File: src/rtl/mem_bus_pkg.sv
// Shared types for the memory-port controller: FSM states and access sizes.
// The decoder uses mem_size_t as well, so the encoding is fixed.
package mem_bus_pkg;

    typedef enum logic [1:0] {
        IDLE,
        ACCESS,
        RESP,
        ERR
    } mem_state_t;

    typedef enum logic [1:0] {
        SZ_BYTE = 2'b00,
        SZ_HALF = 2'b01,
        SZ_WORD = 2'b10,
        SZ_RSVD = 2'b11
    } mem_size_t;

    localparam int WAIT_W = 8;

    function automatic logic [31:0] word_addr(input logic [31:0] a);
        return {a[31:2], 2'b00};
    endfunction

endpackage

File: src/rtl/mem_bus_ctrl_if.sv
// Avalon-style memory master bus between mem_bus_ctrl and the memory slave.
interface mem_bus_ctrl_if;

    logic [31:0] avm_address;
    logic        avm_read;
    logic        avm_write;
    logic [3:0]  avm_byteenable;
    logic [31:0] avm_writedata;
    logic [31:0] avm_readdata;
    logic        avm_waitrequest;

    modport master (
        output avm_address, avm_read, avm_write, avm_byteenable, avm_writedata,
        input  avm_readdata, avm_waitrequest
    );

    modport slave (
        input  avm_address, avm_read, avm_write, avm_byteenable, avm_writedata,
        output avm_readdata, avm_waitrequest
    );

endinterface

File: src/rtl/mem_lane_align.sv
// Combinational lane logic: byte enables, store replication, load extraction
// and extension, and alignment checking for one access.
module mem_lane_align
    import mem_bus_pkg::*;
(
    input  logic [1:0]  addr_lo,
    input  mem_size_t   size,
    input  logic        sign_ext,
    input  logic [31:0] wdata,
    input  logic [31:0] readdata,
    output logic [3:0]  byteenable,
    output logic [31:0] wdata_rep,
    output logic [31:0] rdata_ext,
    output logic        misaligned
);

    logic [31:0] shifted;

    assign shifted = readdata >> {addr_lo, 3'b000};

    // NOTE: every output gets a default before the case so no path leaves it unassigned (no latch).
    always_comb begin
        byteenable = 4'b0000;
        wdata_rep  = wdata;
        rdata_ext  = readdata;
        misaligned = 1'b0;
        case (size)
            SZ_BYTE: begin
                byteenable = 4'b0001 << addr_lo;
                wdata_rep  = {4{wdata[7:0]}};
                rdata_ext  = {{24{sign_ext & shifted[7]}}, shifted[7:0]};
            end
            SZ_HALF: begin
                byteenable = 4'b0011 << {addr_lo[1], 1'b0};
                wdata_rep  = {2{wdata[15:0]}};
                rdata_ext  = {{16{sign_ext & shifted[15]}}, shifted[15:0]};
                misaligned = addr_lo[0];
            end
            SZ_WORD: begin
                byteenable = 4'b1111;
                misaligned = (addr_lo != 2'b00);
            end
            default: misaligned = 1'b1;
        endcase
    end

endmodule

File: src/rtl/mem_bus_ctrl.sv
// Multicycle memory-port controller: arbitrates fetch/data requests onto one
// Avalon master, holds commands through waitrequest, and latches halting errors.
module mem_bus_ctrl
    import mem_bus_pkg::*;
#(
    parameter int MAX_WAIT = 255
) (
    input  logic        clk,
    input  logic        rst_n,
    input  logic        fetch_req,
    input  logic [31:0] fetch_addr,
    input  logic        data_req,
    input  logic        data_we,
    input  logic [1:0]  data_size,
    input  logic        data_signed,
    input  logic [31:0] data_addr,
    input  logic [31:0] data_wdata,
    output logic [31:0] rdata,
    output logic        done,
    output logic        stall,
    output logic        addr_err,
    output logic        bus_err,
    mem_bus_ctrl_if.master bus
);

    localparam logic [WAIT_W-1:0] WAIT_LAST = WAIT_W'(MAX_WAIT - 1);

    mem_state_t          state;
    logic [WAIT_W-1:0]   wait_cnt;
    logic [1:0]          lat_lo;
    mem_size_t           lat_size;
    logic                lat_signed;

    logic                req_any;
    logic [31:0]         req_addr;
    mem_size_t           req_size;
    logic                req_we;
    logic                req_signed;

    logic                in_idle;
    logic [1:0]          al_lo;
    mem_size_t           al_size;
    logic                al_signed;
    logic [3:0]          be;
    logic [31:0]         wdata_rep;
    logic [31:0]         rdata_ext;
    logic                misaligned;

    // Data access has priority; a fetch is always an unsigned word load.
    assign req_any    = fetch_req | data_req;
    assign req_addr   = data_req ? data_addr : fetch_addr;
    assign req_size   = data_req ? mem_size_t'(data_size) : SZ_WORD;
    assign req_we     = data_req & data_we;
    assign req_signed = data_req & data_signed;

    // Lane logic sees the live request while launching, the latched copy afterwards.
    assign in_idle   = (state == IDLE);
    assign al_lo     = in_idle ? req_addr[1:0] : lat_lo;
    assign al_size   = in_idle ? req_size      : lat_size;
    assign al_signed = in_idle ? req_signed    : lat_signed;

    mem_lane_align u_align (
        .addr_lo    (al_lo),
        .size       (al_size),
        .sign_ext   (al_signed),
        .wdata      (data_wdata),
        .readdata   (bus.avm_readdata),
        .byteenable (be),
        .wdata_rep  (wdata_rep),
        .rdata_ext  (rdata_ext),
        .misaligned (misaligned)
    );

    assign stall = (state == ERR) | (req_any & (state != RESP));

    // NOTE: sequential state uses non-blocking assignments only, so every register samples pre-edge values.
    always_ff @(posedge clk or negedge rst_n) begin
        if (!rst_n) begin
            state              <= IDLE;
            wait_cnt           <= '0;
            lat_lo             <= 2'b00;
            lat_size           <= SZ_BYTE;
            lat_signed         <= 1'b0;
            rdata              <= '0;
            done               <= 1'b0;
            addr_err           <= 1'b0;
            bus_err            <= 1'b0;
            bus.avm_address    <= '0;
            bus.avm_read       <= 1'b0;
            bus.avm_write      <= 1'b0;
            bus.avm_byteenable <= '0;
            bus.avm_writedata  <= '0;
        end else begin
            done <= 1'b0;
            case (state)
                IDLE: begin
                    if (req_any) begin
                        lat_lo     <= req_addr[1:0];
                        lat_size   <= req_size;
                        lat_signed <= req_signed;
                        if (misaligned) begin
                            addr_err <= 1'b1;
                            state    <= ERR;
                        end else begin
                            wait_cnt           <= '0;
                            bus.avm_address    <= word_addr(req_addr);
                            bus.avm_read       <= ~req_we;
                            bus.avm_write      <= req_we;
                            bus.avm_byteenable <= be;
                            bus.avm_writedata  <= wdata_rep;
                            state              <= ACCESS;
                        end
                    end
                end
                ACCESS: begin
                    if (!bus.avm_waitrequest) begin
                        bus.avm_read  <= 1'b0;
                        bus.avm_write <= 1'b0;
                        rdata         <= rdata_ext;
                        done          <= 1'b1;
                        state         <= RESP;
                    end else begin
                        wait_cnt <= wait_cnt + 1'b1;
                        if (wait_cnt == WAIT_LAST) begin
                            bus.avm_read  <= 1'b0;
                            bus.avm_write <= 1'b0;
                            bus_err       <= 1'b1;
                            state         <= ERR;
                        end
                    end
                end
                RESP:    state <= IDLE;
                default: state <= ERR;
            endcase
        end
    end

endmodule
File: src/flat_wrapper.sv
// flat-port wrapper written by rule: the top's interface ports become plain ports
module mem_bus_ctrl_flat import mem_bus_pkg::*;
#(
    parameter int MAX_WAIT = 255
)
  (clk, rst_n, fetch_req, fetch_addr, data_req, data_we, data_size, data_signed, data_addr, data_wdata, rdata, done, stall, addr_err, bus_err, bus_avm_address, bus_avm_read, bus_avm_write, bus_avm_byteenable, bus_avm_writedata, bus_avm_readdata, bus_avm_waitrequest);
  mem_bus_ctrl_if bus_i ();
  input  logic clk;
  input  logic rst_n;
  input  logic fetch_req;
  input  logic [31:0] fetch_addr;
  input  logic data_req;
  input  logic data_we;
  input  logic [1:0] data_size;
  input  logic data_signed;
  input  logic [31:0] data_addr;
  input  logic [31:0] data_wdata;
  output logic [31:0] rdata;
  output logic done;
  output logic stall;
  output logic addr_err;
  output logic bus_err;
  output wire logic [$bits(bus_i.avm_address)-1:0] bus_avm_address;
  output wire logic [$bits(bus_i.avm_read)-1:0] bus_avm_read;
  output wire logic [$bits(bus_i.avm_write)-1:0] bus_avm_write;
  output wire logic [$bits(bus_i.avm_byteenable)-1:0] bus_avm_byteenable;
  output wire logic [$bits(bus_i.avm_writedata)-1:0] bus_avm_writedata;
  input wire logic [$bits(bus_i.avm_readdata)-1:0] bus_avm_readdata;
  input wire logic [$bits(bus_i.avm_waitrequest)-1:0] bus_avm_waitrequest;
  assign bus_avm_address = bus_i.avm_address;
  assign bus_avm_read = bus_i.avm_read;
  assign bus_avm_write = bus_i.avm_write;
  assign bus_avm_byteenable = bus_i.avm_byteenable;
  assign bus_avm_writedata = bus_i.avm_writedata;
  assign bus_i.avm_readdata = bus_avm_readdata;
  assign bus_i.avm_waitrequest = bus_avm_waitrequest;
  mem_bus_ctrl #(.MAX_WAIT(MAX_WAIT)) u_core (.clk(clk), .rst_n(rst_n), .fetch_req(fetch_req), .fetch_addr(fetch_addr), .data_req(data_req), .data_we(data_we), .data_size(data_size), .data_signed(data_signed), .data_addr(data_addr), .data_wdata(data_wdata), .rdata(rdata), .done(done), .stall(stall), .addr_err(addr_err), .bus_err(bus_err), .bus(bus_i));
endmodule
File: config.mk
export PLATFORM = sky130hd
export DESIGN_NAME = mem_bus_ctrl_flat
export DESIGN_NICKNAME = d
export VERILOG_FILES = /design/src/rtl/mem_bus_pkg.sv /design/src/rtl/mem_bus_ctrl_if.sv /design/src/rtl/mem_lane_align.sv /design/src/rtl/mem_bus_ctrl.sv /design/src/flat_wrapper.sv
export SDC_FILE = /design/constraint.sdc
export NUM_CORES = 1
export LEC_CHECK = 0
export CORE_ASPECT_RATIO = 0.8
export CORE_MARGIN = 8
export CORE_UTILIZATION = 40
export DETAILED_ROUTE_END_ITERATION = 10
export PLACE_DENSITY = 0.83
export SETUP_SLACK_MARGIN = 0.1
export SLEW_MARGIN = 20
export SYNTH_ARGS = -nofsm -noshare
export SYNTH_HDL_FRONTEND = slang
export SYNTH_SLANG_ARGS = --single-unit
File: constraint.sdc
create_clock -name clk -period 2.45 [get_ports clk]
set_input_delay 0.49 -clock clk [delete_from_list [all_inputs] [get_ports clk]]
set_output_delay 0.49 -clock clk [all_outputs]
set_load 0.1 [all_outputs]
==> results of run 1 <==
## registers in the layout (all words and copies together), names as in the netlist
name / count
u_core.bus.avm_writedata: 32
u_core.rdata: 32
u_core.bus.avm_address: 30
u_core.wait_cnt: 8
u_core.bus.avm_byteenable: 4
u_core.lat_lo: 2
u_core.lat_size: 2
u_core.state: 2
u_core.addr_err: 1
u_core.bus.avm_read: 1
u_core.bus.avm_write: 1
u_core.bus_err: 1
u_core.done: 1
u_core.lat_signed: 1
## path summary, 6_finish.rpt
kind | startpoint | end | slack (ns)
worst max-delay path | u_core.state[1] | u_core.rdata[12] | 0.26
max in group asynchronous | rst_n | u_core.done | 1.72
worst max register to register | u_core.state[1] | u_core.rdata[12] | 0.26
min in group clk | u_core.addr_err | u_core.addr_err | 0.47
worst min-delay path | rst_n | u_core.wait_cnt[7] | 0.04
worst min register to register | u_core.addr_err | u_core.addr_err | 0.47
## metal layers
metal / part of all wire [%] / vias up / routed length (um)
met5: 0 / - / 0
met4: 1.5 / 0 / 301
met3: 12 / 23 / 2260
met2: 45 / 256 / 8760
met1: 42 / 2676 / 8190
li1: - / 2634 / -
## metrics by stage
step	setup WS, ns	hold WS [ns]	instance area [um^2]	std cells	util (%)
2_1_floorplan	0.235	0.194	5870	603	-
3_3_place_gp	0.0185	0.454	8390	1021	58.7
3_5_place_dp	-0.0489	0.461	8390	1021	58.7
4_1_cts	0.163	0.0526	9040	1052	63.2
5_1_grt	0.152	0.0759	9050	1053	63.3
6_report	0.258	0.0415	9050	1053	63.3
## cells in the final DEF, fill, tap and decap left out, types with 7 or more instances in the layout
cell type,n
o21ai_0,26
mux2_1,17
buf_12,8
buf_4,134
a21oi_1,53
mux2i_1,46
o2bb2ai_1,7
nor2_1,69
dfrtp_1,118
or3_1,8
a2bb2oi_1,7
clkbuf_16,17
nand2_1,83
o22ai_1,8
clkdlybuf4s50_1,134
nand3_1,42
a31oi_1,17
## area by class of cell
class | count | area (um^2)
clock inverters | 9 | 173
clock buffers | 22 | 474
well taps | 184 | 230
fillers | 1128 | 5250
flip-flops and latches | 118 | 2950
inverters | 3 | 11.3
multi-input cells | 440 | 2700
repair buffers | 277 | 2510
## timing repair
item	CTS	global route
setup endpoints to repair	0	41
setup buffers	0	1
resized for setup	0	2
## synthesized netlist by cell type, types with 8 or more instances
cell type,n,share of area [%]
clkbuf_1,16,1.0
a21oi_1,54,4.6
buf_2,14,1.2
buf_4,9,1.2
mux2i_1,46,7.9
dfrtp_1,118,51
nor2_1,69,4.4
mux2_1,17,3.3
a31oi_1,17,1.8
o21ai_0,28,2.4
o22ai_1,8,0.86
or3_1,8,0.86
nand3_1,42,3.6
nand2_1,83,5.3
## logic make-up (layout without fill, tap and decap cells)
| family | after synthesis | after routing |
|---|---|---|
| muxes | 67 | 67 |
| DFF | 118 | 118 |
| buffers and inverters | 45 | 311 |
| other | 1 | 2 |
| AOI/OAI and AO/OA | 139 | 139 |
| adders and majority gates | 2 | 2 |
| xor gates and xnor gates | 6 | 6 |
| and+or+nand+nor | 224 | 224 |
==> flow_summary.toml, run 1 <==
[floorplanning]
coreArea_um2 = 14300
die_area_um2 = 18800
ios = 243
fp.dieW_um = 151
die_h_um = 124
rows = 39
start_util_pct = 40.9

[worst_setup_path]
start_kind = "flip-flop"
crit_required_ns = 2.76
crit_path_top_delay_cell = "dfrtp_1"
crit_path_max_incr_delay_ns = 0.43
rr_worst_depth = 8
critPathCaptureType = "flip-flop"
critPathTopFamily = "compound AO/OA/AOI/OAI gates"
crit_chain = "nor2_2 > mux2i_4 > buf_4 > nand2_1 > a32oi_2 > a211oi_4 > buf_4 > a21oi_1"
cp.arrival_ns = 2.51
path_buf_inv = 2
cp_common_cell = "buf_4"
critical_path_class = "reg2reg"
critPathMaxFanout = 8
crit_cells = 8

[drt]
wl_per_cell_um = 18.5
viasPerCell = 5.31
drtAntennaViolNets = 0
vias = 5589
routed_wl_mm = 19.5
first_iter_violations = 292
drc_errors = 0
firstDrtPassIters = 5

[synthesis]
synth_fa_ha_area_share_pct = 0.428
synth_seq_area_share_pct = 50.5
ys_seq_elements = 118
synth-xor-area-share_pct = 0.899
synth_top_family_by_area = "simple AND/OR/NAND/NOR gates"
synth_compound_area_share_pct = 15.1
dominantRegCellSynth = "dfrtp_1"
synth_warnings = 0
synthCells = 602
syn_avg_cell_area_um2 = 9.71
syn-cell-area_um2 = 5850
synth-edff-count = 0
async_flop_share_pct = 100
synth.area.mux_share_pct = 12.3
synthSimpleGateAreaFrac_pct = 16.8
yosysUniqueCellTypes = 51

[grt]
use_met2_pct = 31.2
globalRoute.busiestLayer = "met2"
met1_usage_pct = 26.1
grt_max_degree = 44
grt_pass1_wl_mm = 30.4
track_usage_pct = 20.7
antenna_found_initial = 0
grt_pass1_vias = 5752
grt_overflow = 0
use_met3_pct = 9.40

[finish]
final_nets = 996
diodes = 0
area_growth_pct = 54.8
layout-drive-gt1-share_pct = 21.7

[timing]
fin_crit_ns = 2.19
slew_headroom_pct = 59.6
tns_ns = 0
maxSlewViolCount = 0
finClkSkew_ns = 0.0103
setup_viol = 0
worstMarginPinSlew_ns = 0.606
min_period_over_period_pct = 89.5
hold_violations = 0
clock.fmax_mhz = 456
rsz0062_at_grt = "no"

[cts]
htree_num_levels = 4
cts_root_buf = "clkbuf_16"
cts_tree = "built"
cts_buffer_depth = 2
insertion_delay_ns = 0.40
cts_made_buffers = 17
cts_sinks = 118
path_clk_slew_ns = 0.05
cts_hold_buf = 0

[place]
hpwl_mm = 14.6
port_buffers = 240
gp_congestion = 0.871

[job]
drv_cap = 0

[min_path]
hold_path.class = "in2async"

[status]
status = "complete, no violations"
Power of run 1 is left out: the tool's default activity adds up to more than one toggle a clock period on the data nets, which glitch-free logic cannot reach.
==> run 2, diff against run 1 <==
--- a/config.mk
+++ b/config.mk
@@ -7,9 +7,10 @@
 export LEC_CHECK = 0
 export CORE_ASPECT_RATIO = 0.8
 export CORE_MARGIN = 8
-export CORE_UTILIZATION = 40
+export CORE_UTILIZATION = 43
 export DETAILED_ROUTE_END_ITERATION = 10
-export PLACE_DENSITY = 0.83
+export PLACE_DENSITY = 0.87
+export REMOVE_ABC_BUFFERS = 1
 export SETUP_SLACK_MARGIN = 0.1
 export SLEW_MARGIN = 20
 export SYNTH_ARGS = -nofsm -noshare
==> run 2 against run 1 <==
- worst hold slack improved by 0.43 ns
- first-iteration DRC count increased by 29%
- die area decreased by 6.2%
- via count increased by 0.81%
- clock skew increased by 0.0033 ns
- sequential share of layout area increased by 0.37 points
- maximum frequency increased by 1.3%
- cell area decreased by 1.1%
- wire length increased by 2.2%
- critical path depth increased by 1
- critical path type unchanged
- largest cell class unchanged
==> flow_summary.toml, run 2 (synthesis results as in run 1) <==
[grt]
track_usage_pct = 22.8
use_met3_pct = 11.0
grt_pass1_wl_mm = 31.9
grt_overflow = 0
use_met2_pct = 37.1
globalRoute.busiestLayer = "met2"
antenna_found_initial = 1
grt_max_degree = 52
met1_usage_pct = 26.4
grt_pass1_vias = 5974

[timing]
slew_headroom_pct = 66.4
fin_crit_ns = 2.16
setup_viol = 0
whs_ns = 0.475
worstMarginPinSlew_ns = 0.504
maxSlewViolCount = 0
min_period_over_period_pct = 88.3
hold_violations = 0
rsz0062_at_grt = "no"
clock.fmax_mhz = 462
tns_ns = 0
finClkSkew_ns = 0.0136

[floorplanning]
rows = 38
start_util_pct = 43.6
die_area_um2 = 17600
fp.dieW_um = 146
die_h_um = 120
coreArea_um2 = 13400
ios = 243

[place]
placed_area_um2 = 8390
gp_congestion = 0.844
port_buffers = 240
hpwl_mm = 14.9

[worst_setup_path]
cp.arrival_ns = 2.48
crit_required_ns = 2.77
critical_path_class = "reg2reg"
start_kind = "flip-flop"
critPathMaxFanout = 44
crit_path_max_incr_delay_ns = 0.41
cp_common_cell = "buf_4"
critPathCaptureType = "flip-flop"
crit_chain = "buf_4 > and4bb_2 > a21oi_1 > a32oi_2 > nor2_4 > buf_12 > buf_4 > nor2_1 > a31oi_1"
crit_path_top_delay_cell = "dfrtp_1"

[drt]
first_iter_violations = 378
drc_errors = 0
viasPerCell = 5.36
routed_wl_mm = 19.9
drtAntennaViolNets = 0
wl_per_cell_um = 19.0
vias = 5634
firstDrtPassIters = 5

[finish]
area_growth_pct = 53.0
diodes = 0
layout-drive-gt1-share_pct = 22.0
fin_area_um2 = 8950
final_cell_mix = "buf_4 (135), clkdlybuf4s50_1 (134), dfrtp_1 (118), nand2_1 (83), nor2_1 (69)"
final_common_cell = "buf_4"
largestRegisters = "u_core.bus.avm_writedata (32), u_core.rdata (32), u_core.bus.avm_address (30)"
final_nets = 998

[cts]
cts_root_buf = "clkbuf_16"
cts_tree = "built"
post_cts_buffers = 0
insertion_delay_ns = 0.41
path_clk_slew_ns = 0.06
cts_buffer_depth = 2
htree_num_levels = 4
cts_made_buffers = 17
cts_sinks = 118

[job]
drv_cap = 0

[min_path]
hold_path.class = "reg2reg"

[status]
status = "complete, no violations"
run 2: changes by cell type in the layout (fill, tap and decap cells not counted), sizes merged:
| cell | delta |
|---|---|
| clkinv | +7 |
| clkbuf | -5 |
| bufinv | -4 |
| clkinvlp | +2 |
| buf | +1 |
| dlygate4sd3 | +1 |
run 2: cell type report:
type,count,area [um^2]
clock inverters,14,114
fillers,1027,4460
clock buffers,17,425
repair buffers,279,2530
inverters,3,11.3
flip-flops and latches,118,2950
multi-input cells,440,2690
well taps,180,225
run 2: metal layers:
layer  vias to the layer above  part of all wire, %
li1                       2633                    -
met1                      2713                   40
met2                       253                   49
met3                        33                   10
met4                         2                  1.5
met5                         -                0.055
run 2: path summary, 6_finish.rpt:
check	start	to	slack, ns	cells past startpoint
worst max-delay path	u_core.state[0]	u_core.bus.avm_writedata[21]	0.29	9
worst min-delay path	u_core.addr_err	u_core.addr_err	0.48	1
worst max register to register	u_core.state[0]	u_core.bus.avm_writedata[21]	0.29	9
worst min register to register	u_core.addr_err	u_core.addr_err	0.48	1
max in group asynchronous	rst_n	u_core.rdata[25]	1.36	3
min in group asynchronous	rst_n	u_core.addr_err	0.52	2
run 2: repair_timing:
action | CTS | global route
hold buffers | 1 | 0
hold endpoints to repair | 18 | 0
setup endpoints to repair | 0 | 7
resized for setup | 0 | 2
run 2: worst max-delay path: cells and delay by family, from the launching register on:
kind,cells,cell delay (ns)
simple gates,3,0.49
flops,1,0.41
compound gates,3,0.54
buf+inv,3,0.64
run 2: through the flow:
step	setup slack [ns]	util [%]	std cells
floorplan	-1.44	-	561
global placement	0.0298	62.6	1019
detailed placement	-0.0270	62.6	1019
CTS	0.169	66.7	1051
global route	0.123	66.7	1051
finish	0.287	66.7	1051
Power of run 2 is left out for the same reason.
